[src/rtl/seg_to_bcd_reader.sv]
// Scanned 7-segment bus reader: qualifies each strobed digit by stability,
// decodes it back to BCD and hands complete frames off with valid/ready.
module seg_to_bcd_reader #(
    parameter int unsigned DIGITS        = 4,
    parameter int unsigned STABLE_CYCLES = 3,
    parameter bit          COMMON_ANODE  = 1'b0
) (
    input  logic                  clk,
    input  logic                  rst_n,
    input  logic [7:0]            seg,
    input  logic [DIGITS-1:0]     dig_sel,
    output logic [4*DIGITS-1:0]   bcd,
    output logic [DIGITS-1:0]     dp_out,
    output logic [DIGITS-1:0]     err,
    output logic                  out_valid,
    input  logic                  out_ready,
    output logic                  overrun
);

    localparam int unsigned CNT_W = $clog2(STABLE_CYCLES + 1);
    localparam logic [CNT_W-1:0] CNT_MAX = CNT_W'(STABLE_CYCLES);
    localparam logic [CNT_W-1:0] CNT_ONE = CNT_W'(1);

    typedef enum logic {
        ST_COLLECT = 1'b0,
        ST_HOLD    = 1'b1
    } state_e;

    state_e                state_q, state_d;
    logic [DIGITS-1:0]     sel_prev_q;
    logic [7:0]            p_prev_q;
    logic [CNT_W-1:0]      cnt_q, cnt_d;
    logic                  armed_q, armed_d;
    logic [DIGITS-1:0]     mask_q, mask_d;
    logic [4*DIGITS-1:0]   bcd_q, bcd_d;
    logic [DIGITS-1:0]     dp_q, dp_d;
    logic [DIGITS-1:0]     err_q, err_d;
    logic                  overrun_q, overrun_d;

    logic [7:0]            p_c;
    logic                  sel_onehot_c;
    logic                  same_c;
    logic                  armed_new_c;
    logic                  capture_c;
    logic [3:0]            dec_code_c;
    logic                  dec_err_c;

    // Segment pattern {a..g} to {err, code}; anything unrecognised is 4'hF.
    function automatic logic [4:0] decode(input logic [6:0] s);
        logic [4:0] r;
        case (s)
            7'h7E:   r = 5'h00;
            7'h30:   r = 5'h01;
            7'h6D:   r = 5'h02;
            7'h79:   r = 5'h03;
            7'h33:   r = 5'h04;
            7'h5B:   r = 5'h05;
            7'h5F:   r = 5'h06;
            7'h70:   r = 5'h07;
            7'h7F:   r = 5'h08;
            7'h73:   r = 5'h09;
            default: r = 5'h1F;
        endcase
        return r;
    endfunction

    assign p_c = COMMON_ANODE ? ~seg : seg;
    assign {dec_err_c, dec_code_c} = decode(p_c[7:1]);
    assign sel_onehot_c = $onehot(dig_sel);
    assign same_c = (dig_sel == sel_prev_q) && (p_c == p_prev_q);

    // Dwell tracking: one capture per run of identical one-hot samples.
    always_comb begin
        cnt_d       = '0;
        armed_d     = 1'b0;
        armed_new_c = 1'b0;
        capture_c   = 1'b0;
        if (sel_onehot_c) begin
            if (same_c) begin
                cnt_d       = (cnt_q == CNT_MAX) ? cnt_q : CNT_W'(cnt_q + CNT_ONE);
                armed_new_c = armed_q;
            end else begin
                cnt_d       = CNT_ONE;
                armed_new_c = 1'b1;
            end
            capture_c = armed_new_c && (cnt_d == CNT_MAX);
            armed_d   = armed_new_c && !capture_c;
        end
    end

    always_ff @(posedge clk or negedge rst_n) begin
        if (!rst_n) begin
            sel_prev_q <= '0;
            p_prev_q   <= '0;
            cnt_q      <= '0;
            armed_q    <= 1'b0;
        end else begin
            sel_prev_q <= dig_sel;
            p_prev_q   <= p_c;
            cnt_q      <= cnt_d;
            armed_q    <= armed_d;
        end
    end

    always_ff @(posedge clk or negedge rst_n) begin
        if (!rst_n) begin
            state_q <= ST_COLLECT;
        end else begin
            state_q <= state_d;
        end
    end

    // Frame assembly and handoff; frame registers freeze while a frame is held.
    always_comb begin
        state_d   = state_q;
        mask_d    = mask_q;
        bcd_d     = bcd_q;
        dp_d      = dp_q;
        err_d     = err_q;
        overrun_d = 1'b0;
        case (state_q)
            ST_COLLECT: begin
                if (capture_c) begin
                    for (int unsigned i = 0; i < DIGITS; i++) begin
                        if (dig_sel[i]) begin
                            bcd_d[4*i +: 4] = dec_code_c;
                            dp_d[i]         = p_c[0];
                            err_d[i]        = dec_err_c;
                            mask_d[i]       = 1'b1;
                        end
                    end
                end
                if (&mask_q) begin
                    state_d = ST_HOLD;
                    mask_d  = '0;
                end
            end
            ST_HOLD: begin
                overrun_d = capture_c;
                if (out_ready) begin
                    state_d = ST_COLLECT;
                end
            end
            default: begin
                state_d = ST_COLLECT;
            end
        endcase
    end

    always_ff @(posedge clk or negedge rst_n) begin
        if (!rst_n) begin
            mask_q    <= '0;
            bcd_q     <= '0;
            dp_q      <= '0;
            err_q     <= '0;
            overrun_q <= 1'b0;
        end else begin
            mask_q    <= mask_d;
            bcd_q     <= bcd_d;
            dp_q      <= dp_d;
            err_q     <= err_d;
            overrun_q <= overrun_d;
        end
    end

    assign bcd       = bcd_q;
    assign dp_out    = dp_q;
    assign err       = err_q;
    assign overrun   = overrun_q;
    assign out_valid = (state_q == ST_HOLD);

endmodule
[config.mk]
export PLATFORM = sky130hd
export DESIGN_NAME = seg_to_bcd_reader
export DESIGN_NICKNAME = d
export VERILOG_FILES = /design/src/rtl/seg_to_bcd_reader.sv
export SDC_FILE = /design/constraint.sdc
export NUM_CORES = 1
export LEC_CHECK = 0
export ABC_AREA = 0
export CORE_ASPECT_RATIO = 0.75
export CORE_MARGIN = 5
export CORE_UTILIZATION = 45
export DETAILED_ROUTE_END_ITERATION = 12
export DONT_BUFFER_PORTS = 1
export HOLD_SLACK_MARGIN = 0.03
export SKIP_CTS_REPAIR_TIMING = 1
export SLEW_MARGIN = 20
export SYNTH_ARGS = -nofsm -noshare
export SYNTH_HDL_FRONTEND = slang
export SYNTH_SLANG_ARGS = --single-unit
[constraint.sdc]
create_clock -name clk -period 2 [get_ports clk]
set_clock_uncertainty 0.2 [all_clocks]
set_input_delay 0.3 -clock clk [delete_from_list [all_inputs] [get_ports clk]]
set_output_delay 0.3 -clock clk [all_outputs]
set_load 0.01 [all_outputs]
After elaboration in Yosys (flattened, before gate mapping)
Index checks and enable logic that the tools add are counted.
Cells by class
  add/sub/neg operators: 4
  $mul: 0
  divide/modulo/power cells: 0
  order comparisons: 0
  equal/unequal tests: 15
  shift-type cells: 0
  mux-type cells: 19
  bitwise logic cells: 1
  reduce and logical (&&, ||, !) cells: 18
Operators with widths (number)
  7-bit equality test, second input constant: 8
  5-bit one-hot mux with 10 select lines: 1
  3-bit AND reduction: 8
  7-bit by 6-bit equality test with 1-bit output, second input constant: 2
  1-bit two-way mux: 11
  2-bit nonzero test: 5
  8-bit equality test: 1
  2-bit two-way mux: 4
  4-bit two-way mux: 2
  1-bit by 1-bit adder with 2-bit output: 2
  2-bit equality test, second input constant: 2
  4-bit equality test: 1
  4-bit AND reduction: 1
  2-bit by 2-bit adder with 3-bit output: 1
  3-bit by 1-bit equality test with 1-bit output, second input constant: 1
  1-bit logical AND: 3
  2-bit by 1-bit adder with 2-bit output, second input constant: 1
  1-bit one-hot mux with 2 select lines: 1
  1-bit zero test: 1
  1-bit inverter: 1
Word-level totals
  register bits after elaboration: 45
  latch bits: 0
  bits in writable memories: 0
  bits in read-only memories: 0
  input bits: 15
  output and inout port bits: 26
  logic and storage cells: 79
  memories: 0

Logic depth before layout (Yosys ltp)
Gate-level depths: netlist (run 1).
  word-level depth: 9
  depth in mapped cells: 11
  depth with buffers taken out: 10

Worst setup path before layout (run 1)
No wires, ideal clock.
  path type: in2reg
  start point: in dig_sel[0]
  end point: reg bcd_q[11], in the netlist bcd[11]
  library setup time: 0.128 ns
  arrival: 2.356 ns
  data required time: 1.672 ns
  setup slack: -0.684 ns
  stages: 11
  path buffers: 1
  path through: inv_1 > fa_1 > inv_1 > ha_1 > ha_1 > nor2_1 > nand2_1 > and4b_1 > buf_6 > nand4_4 > mux2_1
On the way
  word-level cells in the longest chain between the ends: 8
  elaborated cells between the ends (all ways): 13
  classes of those cells: add/sub (2); eq/ne (3); mux (5); reduce/logical (3)
Ends and longest elaborated chain
  start, declared: line 11  | input logic [DIGITS-1:0] dig_sel,
  4-bit equality test: line 70  | assign same_c = (dig_sel == sel_prev_q) && (p_c == p_prev_q);
  1-bit logical AND: line 70
  2-bit two-way mux: line 79  | if (same_c) begin
  2-bit two-way mux: line 78  | if (sel_onehot_c) begin
  2-bit equality test: line 86  | capture_c = armed_new_c && (cnt_d == CNT_MAX);
  1-bit logical AND: line 86
  1-bit two-way mux (*): line 78
  3-bit AND reduction (no line) (*)
  end signal, assigned: line 153  | bcd_q <= '0;
  end signal, assigned: line 159  | bcd_q <= bcd_d;
  end, declared: line 35  | logic [4*DIGITS-1:0] bcd_q, bcd_d;
Every way passes the cells marked *; elsewhere a longest branch is shown, timed or not. The select of a mux whose other input is x is not followed.
A chain may end at the register's enable or synchronous reset.

Final worst setup path (run 1)
  start point: in dig_sel[1]
  end point: reg bcd_q[12], in the netlist bcd[12]
The elaborated chain is that of the path after synthesis.

==> out/metrics.cfg, run 1 <==
[setup_path]
critical_path_arrival_ns = 2.40
cp_max_fo = 7
critical-path-top-delay-family = adder cells
crit_required_ns = 1.99
cp-start-kind = input port
slowest_delay_ns = 0.53
end_kind = flip-flop
path_cells = inv_8 > fa_1 > inv_1 > ha_2 > ha_4 > nor2_2 > nand2_1 > and4b_1 > buf_6 > nand4_4 > mux2_4
crit_slowest_cell = fa_1
timing.critical_path.buf_inv = 3
worst-setup-path-type = input port to flip-flop

[cells_and_area]
mostFrequentLayoutCells = dfrtp_1, mux2_2, inv_1, dlygate4sd3_1, xor2_1
final_cell_area_sq_um = 2560
nets = 212
register_area_sq_um = 1130
drive_gt1_share_pct = 29.7
areaGrowthSynthToFinish_pct = 17.4
fillers = 414
fin_cells = 255
final_common_cell = dfrtp_1
diodes = 0
multi_input_area_sq_um = 946

[synthesis]
synth-edff-count = 0
synth_seq_cells = 45
avgSynthCellArea_sq_um = 12.5
async_reset_ff_share_pct = 100
yosys_warnings = 0
netlist_instances = 174
synth.distinct_cells = 46
synth-seq-area-share_pct = 51.6
syn_nets = 192
syn_area_sq_um = 2180
synthFlopType = dfrtp_1

[floorplanning]
coreArea_sq_um = 4790
initial_utilization_pct = 45.6
io_pins = 41
die-area_sq_um = 6360
die_y_um = 70.3
die_w_um = 90.4
rows = 22

[power]
leakage_nw = 1.22
power_density_nw_per_um2 = 652
ir_drop_v = 0.000330

[global_routing]
grt_use_met2_pct = 23.8
grt_pass1_vias = 1338
gr-usage-met3_pct = 7.64
grt-ovfl-total = 0
antenna_found_initial = 0
grt_start_max_net_pins = 46
track_usage_pct = 14.7
grt_pass1_wl_mm = 7.19
gr-max-usage-layer = met2
use_met1_pct = 16.8

[timing]
rsz0062_at_grt = yes
fmax_mhz = 416
finalWorstSetupSlack_ns = -0.404
report.final.setup_viol = 29
drv_slew = 0
finalCritPeriodShare_pct = 120
fin_crit_ns = 2.40
hold_viol = 0
max-slew-margin-rel_pct = 70.3
tightest_slew_ns = 0.445

[clocking]
cts_tree = done
htree_levels = 2
cts-root-buf = clkbuf_8
cts_buffers = 5
clkSinkCount = 45
clockBufferDepth = 2
path_clk_slew_ns = 0.09
clock_latency_ns = 0.30

[route]
drtIter0Drc = 17
ant_nets = 0
routed_via_density = 5.56
vias = 1417
wl_per_cell_um = 18.3
wl_mm = 4.68
dr.pass1.iters = 4
drc = 0

[placed_design]
postPlaceCellArea_sq_um = 2250
detailed_place_hpwl_mm = 3.23
io_buffers = 0
place_congestion = 0.745
dp.cells = 231

[status]
violations = negative setup slack
outcome = complete, but fails checks

[worst_hold_path]
hold_path_class = input port to flip-flop

[run]
drv_cap = 0

-- worst reg2reg max path, delay by kind of cell (launching register included) --
family / cells / cell delay, ns
buffers and inverters: 1 / 0.13
XOR/XNOR: 1 / 0.16
flip-flops: 1 / 0.38
AND/OR/NAND/NOR: 3 / 0.86
multiplexers: 1 / 0.36
-- Yosys cell counts, drive strengths merged, types with 4 or more instances --
cell	number	area, sq um
o21ai	5	32.5
dfrtp	45	1130
a21boi	4	30.0
a21oi	4	20.0
xor2	13	114
buf	8	61.3
mux2i	4	40.0
inv	16	60.1
nand2	4	15.0
nor4	4	31.3
nand4	8	110
nand3	4	20.0
mux2	20	229
-- cells by family (layout without fill, tap and decap cells) --
logic type	count (synthesis)	after routing	share of synthesized area (%)
xor gates and xnor gates	15	15	6.02
and+or+nand+nor	39	39	14.6
adders and majority gates	3	3	2.06
muxes	24	24	12.3
AOI/OAI and AO/OA	21	21	6.82
buffers and inverters	27	48	6.54
DFF	45	45	51.6
-- sequential cells by signal, indices dropped and copies added (netlist names) --
| signal | count |
|---|---|
| overrun | 1 |
| out_valid | 1 |
| armed_q | 1 |
| p_prev_q | 8 |
| sel_prev_q | 4 |
| cnt_q | 2 |
| mask_q | 4 |
| bcd | 16 |
| dp_out | 4 |
| err | 4 |
-- power by group --
group	leakage, nW	total (W)	switching (W)	internal, W
logic	0.596	0.000161	0.0000821	0.0000784
registers	0.578	0.000939	0.0000102	0.000929
clock network	0.0445	0.000570	0.000322	0.000248
-- cell type report --
| cell class | count | area share, % |
|---|---|---|
| sequential | 45 | 43.9 |
| multi-input combinational | 102 | 36.9 |
| timing repair buffer | 24 | 9.77 |
| inverter | 16 | 2.93 |
| tap | 60 | 2.93 |
| clock buffer | 5 | 2.69 |
| clock inverter | 3 | 0.830 |
-- routing by layer --
metal / share of wire [%] / vias to the layer above
met2: 51 / 44
li1: - / 654
met3: 8.2 / 6
met4: 0.98 / 0
met5: 0 / -
met1: 40 / 713
-- path summary, 6_finish.rpt --
kind | from | endpoint | slack [ns] | cells after the start
worst max-delay path | dig_sel[1] | bcd[12] | -0.40 | 11
worst min-delay path | dig_sel[2] | mask_q[2] | 0.03 | 2
worst max register to register | sel_prev_q[2] | bcd[12] | -0.20 | 6
worst min register to register | cnt_q[0] | cnt_q[1] | 0.30 | 1
max in group asynchronous | rst_n | sel_prev_q[3] | 1.10 | 2
min in group asynchronous | rst_n | bcd[1] | 0.29 | 2
-- stage by stage --
| stage | hold slack (ns) | TNS [ns] | util, % | worst slack (ns) | total power, W |
|---|---|---|---|---|---|
| after floorplan | -0.196 | -16.02 | - | -0.622 | 0.00106 |
| after global placement | -0.193 | -18.87 | 46.9 | -0.715 | 0.00105 |
| after detailed placement | -0.194 | -21.17 | 46.9 | -0.784 | 0.00106 |
| after CTS | -0.536 | -11.13 | 48.8 | -0.449 | 0.00163 |
| after global routing | 0.0319 | -11.68 | 53.5 | -0.473 | 0.00175 |
| final | 0.0343 | -9.84 | 53.5 | -0.404 | 0.00167 |
No activity file was read; power rests on OpenSTA's default activity.
==> run 2, diff against run 1 <==
--- a/config.mk
+++ b/config.mk
@@ -12,6 +12,7 @@
 export DETAILED_ROUTE_END_ITERATION = 12
 export DONT_BUFFER_PORTS = 1
 export HOLD_SLACK_MARGIN = 0.03
+export SETUP_SLACK_MARGIN = 0.2
 export SKIP_CTS_REPAIR_TIMING = 1
 export SLEW_MARGIN = 20
 export SYNTH_ARGS = -nofsm -noshare
==> constraint.sdc (replaced) <==
create_clock -name clk -period 2 [get_ports clk]
set_clock_uncertainty 0.2 [all_clocks]
set_input_delay 0.3 -clock clk [delete_from_list [all_inputs] [get_ports clk]]
set_output_delay 0.3 -clock clk [all_outputs]
set_load 0.005 [all_outputs]
==> out/metrics.cfg, run 2 (synthesized netlist as in run 1, its figures left out) <==
[route]
vias = 1384
wl_mm = 4.57
drc = 0
ant_nets = 0
routed_via_density = 5.43
drtIter0Drc = 48
dr.pass1.iters = 5
wl_per_cell_um = 17.9

[worst_hold_path]
hold_path_class = input port to flip-flop

[timing]
fin_crit_ns = 2.42
finalCritPeriodShare_pct = 121
max-slew-margin-rel_pct = 70.0
drv_slew = 0
report.final.setup_viol = 29
fin_setup_tns_ns = -10.06
fin_hold_ws_ns = -0.165
tightest_slew_ns = 0.449
rsz0062_at_grt = yes
fmax_mhz = 414
hold_viol = 1
finalWorstSetupSlack_ns = -0.418

[cells_and_area]
drive_gt1_share_pct = 30.8
fillers = 407
final_common_cell = dfrtp_1
fin_cells = 255
nets = 212
diodes = 0
mostFrequentLayoutCells = dfrtp_1, mux2_2, inv_1
largest_reg_flops = 16
areaGrowthSynthToFinish_pct = 17.7

[global_routing]
track_usage_pct = 13.9
antenna_found_initial = 0
grt_pass1_wl_mm = 7.04
grt_pass1_vias = 1377
grt_start_max_net_pins = 46
grt-ovfl-total = 0

[power]
pwr-share-seq_pct = 56.7
internal-power_w = 0.00125
power_frac_clock_pct = 33.8
p_switching_w = 0.000403
leakage_nw = 1.22
power_density_nw_per_um2 = 645
power_frac_comb_pct = 9.5
ir_drop_v = 0.000350
switching_share_pct = 24.3
total_power_w = 0.00166

[clocking]
clkSinkCount = 45
htree_levels = 2
cts-root-buf = clkbuf_8
cts_tree = done
cts_buffers = 5
path_clk_slew_ns = 0.09
clockBufferDepth = 2
clock_latency_ns = 0.29

[floorplanning]
die_w_um = 90.4
coreArea_sq_um = 4790
die_y_um = 70.3
io_pins = 41
die-area_sq_um = 6360
rows = 22
initial_utilization_pct = 45.6

[placed_design]
io_buffers = 0
place_congestion = 0.780
detailed_place_hpwl_mm = 3.07
dp.cells = 231

[setup_path]
cp_max_fo = 7
reg2reg_slack_ns = -0.19
worst-setup-path-type = input port to flip-flop
critical_path_arrival_ns = 2.40
crit_required_ns = 1.98
end_kind = flip-flop
cp-start-kind = input port

[status]
violations = negative hold slack, negative setup slack
outcome = complete, but fails checks

[run]
drv_cap = 0

run 2: cell types whose count changed in the layout (fill, tap and decap cells not counted):
cell / previous run / this run
a21boi_1: 2 / 1
a21boi_2: 2 / 3
buf_6: 4 / 5
dlygate4sd3_1: 14 / 13
run 2: power groups by stage:
stage	sequential (W)	combinational (W)	clock, W
after floorplan	0.000955	0.000105	0
after global placement	0.000956	0.0000988	0
after detailed placement	0.000957	0.000105	0
after CTS	0.000938	0.000105	0.000574
after global routing	0.000941	0.000177	0.000614
final	0.000938	0.000158	0.000560
run 2: final timing paths:
path	start	end	depth (start not counted)
setup / recovery	dig_sel[1]	bcd[12]	11
hold / removal	dig_sel[1]	sel_prev_q[1]	0
setup reg to reg	p_prev_q[5]	bcd[12]	6
hold reg to reg	cnt_q[0]	cnt_q[1]	1
max in group asynchronous	rst_n	sel_prev_q[3]	2
min in group asynchronous	rst_n	err[3]	2
run 2: cell type report:
type,count,area [sq um],area share [%]
Sequential cell,45,1130,43.9
Multi-Input combinational cell,102,950,37.0
Timing Repair Buffer,24,251,9.80
Inverter,16,75.1,2.92
Tap cell,60,75.1,2.92
Clock buffer,5,68.8,2.68
Clock inverter,3,21.3,0.828
run 2: worst max-delay path: stages:
cell,delay [ns]
inv_8,0.01
fa_1,0.53
inv_1,0.05
ha_2,0.17
ha_4,0.21
nor2_2,0.09
nand2_1,0.07
and4b_1,0.29
buf_6,0.13
nand4_4,0.17
mux2_4,0.37
run 2: per-layer routing:
metal	track usage, %	vias up	routed length (um)
li1	-	651	-
met1	17.0	693	1930
met2	23.3	38	2330
met3	5.38	2	286
met4	2.98	0	19
met5	0	-	0
run 2: per-stage QoR:
step	utilization, %	instance area [sq um]	worst slack [ns]	hold slack, ns
2_1_floorplan	-	2200	-0.621	-0.196
3_3_place_gp	46.9	2250	-0.729	-0.193
3_5_place_dp	46.9	2250	-0.780	-0.193
4_1_cts	48.8	2340	-0.454	-0.520
5_1_grt	53.6	2570	-0.476	-0.187
6_report	53.6	2570	-0.418	-0.165
==> run 3, diff against run 2 <==
==> constraint.sdc (replaced) <==
create_clock -name clk -period 2.56 [get_ports clk]
set_clock_uncertainty 0.2 [all_clocks]
set_input_delay 0.384 -clock clk [delete_from_list [all_inputs] [get_ports clk]]
set_output_delay 0.384 -clock clk [all_outputs]
set_load 0.005 [all_outputs]
==> out/metrics.cfg, run 3 (synthesized netlist as in run 1, its figures left out) <==
[clocking]
cts-root-buf = clkbuf_8
cts_tree = done
htree_levels = 2
clock_latency_ns = 0.30
clockBufferDepth = 2
clkSinkCount = 45
path_clk_slew_ns = 0.08
cts_buffers = 5

[global_routing]
grt_pass1_wl_mm = 7.04
track_usage_pct = 14.1
grt_start_max_net_pins = 46
grt_pass1_vias = 1347
antenna_found_initial = 0
grt-ovfl-total = 0

[timing]
fmax_mhz = 397
rsz0062_at_grt = yes
drv_slew = 0
fin_crit_ns = 2.52
finalCritPeriodShare_pct = 98.4
hold_viol = 0
max-slew-margin-rel_pct = 56.2
tightest_slew_ns = 0.654
fin_hold_ws_ns = 0.138
fin_setup_tns_ns = 0
report.final.setup_viol = 0
finalWorstSetupSlack_ns = 0.0416

[setup_path]
r2r-end = bcd[14]
r2r_cells = 6
cp_max_fo = 7
critical_path_arrival_ns = 2.50
r2r-start = sel_prev_q[2]
worst-setup-path-type = input port to flip-flop
cp-start-kind = input port
reg2reg_slack_ns = 0.37
crit_path_start = dig_sel[1]
end_kind = flip-flop
crit_required_ns = 2.54

[route]
routed_via_density = 5.50
ant_nets = 0
drc = 0
wl_per_cell_um = 18.1
dr.pass1.iters = 4
vias = 1387
drtIter0Drc = 40
wl_mm = 4.56

[cells_and_area]
areaGrowthSynthToFinish_pct = 18.1
nets = 210
final_common_cell = dfrtp_1
fillers = 417
fin_cells = 252
diodes = 0
drive_gt1_share_pct = 29.2
largest_reg_flops = 16
mostFrequentLayoutCells = dfrtp_1, mux2_2, dlygate4sd3_1

[placed_design]
place_congestion = 0.754
dp.cells = 229
io_buffers = 0
pre_cts_ws_ns = -0.322
detailed_place_hpwl_mm = 3.09

[worst_hold_path]
hold_path_class = input port to flip-flop
min_from = dig_sel[2]
whs_path_depth = 2
worst_hold_path.endpoint = mask_q[2]

[power]
power_density_nw_per_um2 = 533
ir_drop_v = 0.000231
leakage_nw = 1.23

[floorplanning]
coreArea_sq_um = 4790
die_y_um = 70.3
die-area_sq_um = 6360
io_pins = 41
rows = 22
initial_utilization_pct = 45.6
die_w_um = 90.4

[status]
outcome = finished clean

[run]
drv_cap = 0

[run 3: changes by cell type in the layout (fill, tap and decap cells not counted), sizes merged]
cell	previous run	this run
clkinvlp	1	0
dlygate4sd3	13	14
bufinv	0	1
inv	17	16
buf	11	8
[run 3: worst max-delay path, cell delays in order]
cell,delay [ns]
inv_8,0.01
fa_1,0.55
inv_2,0.05
ha_4,0.16
ha_4,0.20
nor2_2,0.09
nand2_1,0.07
and4b_2,0.32
buf_4,0.13
nand4_4,0.16
mux2_4,0.36
[run 3: worst max path at each step]
stage | to | slack [ns]
after floorplan | bcd[11] | -0.15
after global placement | dp_out[0] | -0.27
after detailed placement | err[0] | -0.32
after CTS | err[0] | 0.01
after global routing | bcd[2] | -0.01
final | bcd[14] | 0.04
[run 3: through the flow]
step | power, W | instance area [sq um] | utilization (%)
floorplan | 0.000828 | 2200 | -
global placement | 0.000824 | 2230 | 46.6
detailed placement | 0.000827 | 2230 | 46.6
CTS | 0.00135 | 2340 | 48.8
global route | 0.00144 | 2580 | 53.8
finish | 0.00137 | 2580 | 53.8
[run 3: final cells by class]
cell class / count / area [sq um] / area share [%]
Tap cell: 60 / 75.1 / 2.91
Clock buffer: 5 / 68.8 / 2.67
Sequential cell: 45 / 1130 / 43.7
Multi-Input combinational cell: 102 / 961 / 37.3
Inverter: 16 / 75.1 / 2.91
Clock inverter: 2 / 35.0 / 1.36
Timing Repair Buffer: 22 / 235 / 9.13
[run 3: layer usage]
metal	vias up	routed length, um	GRT usage, %
li1	648	-	-
met1	688	1920	17.4
met2	41	2190	21.3
met3	10	366	6.24
met4	0	90	6.61
met5	-	0	0
[run 3: where the power goes]
part	internal, W	switching [W]
registers	0.000726	0.00000683
logic	0.0000631	0.0000659
clock network	0.000284	0.000228
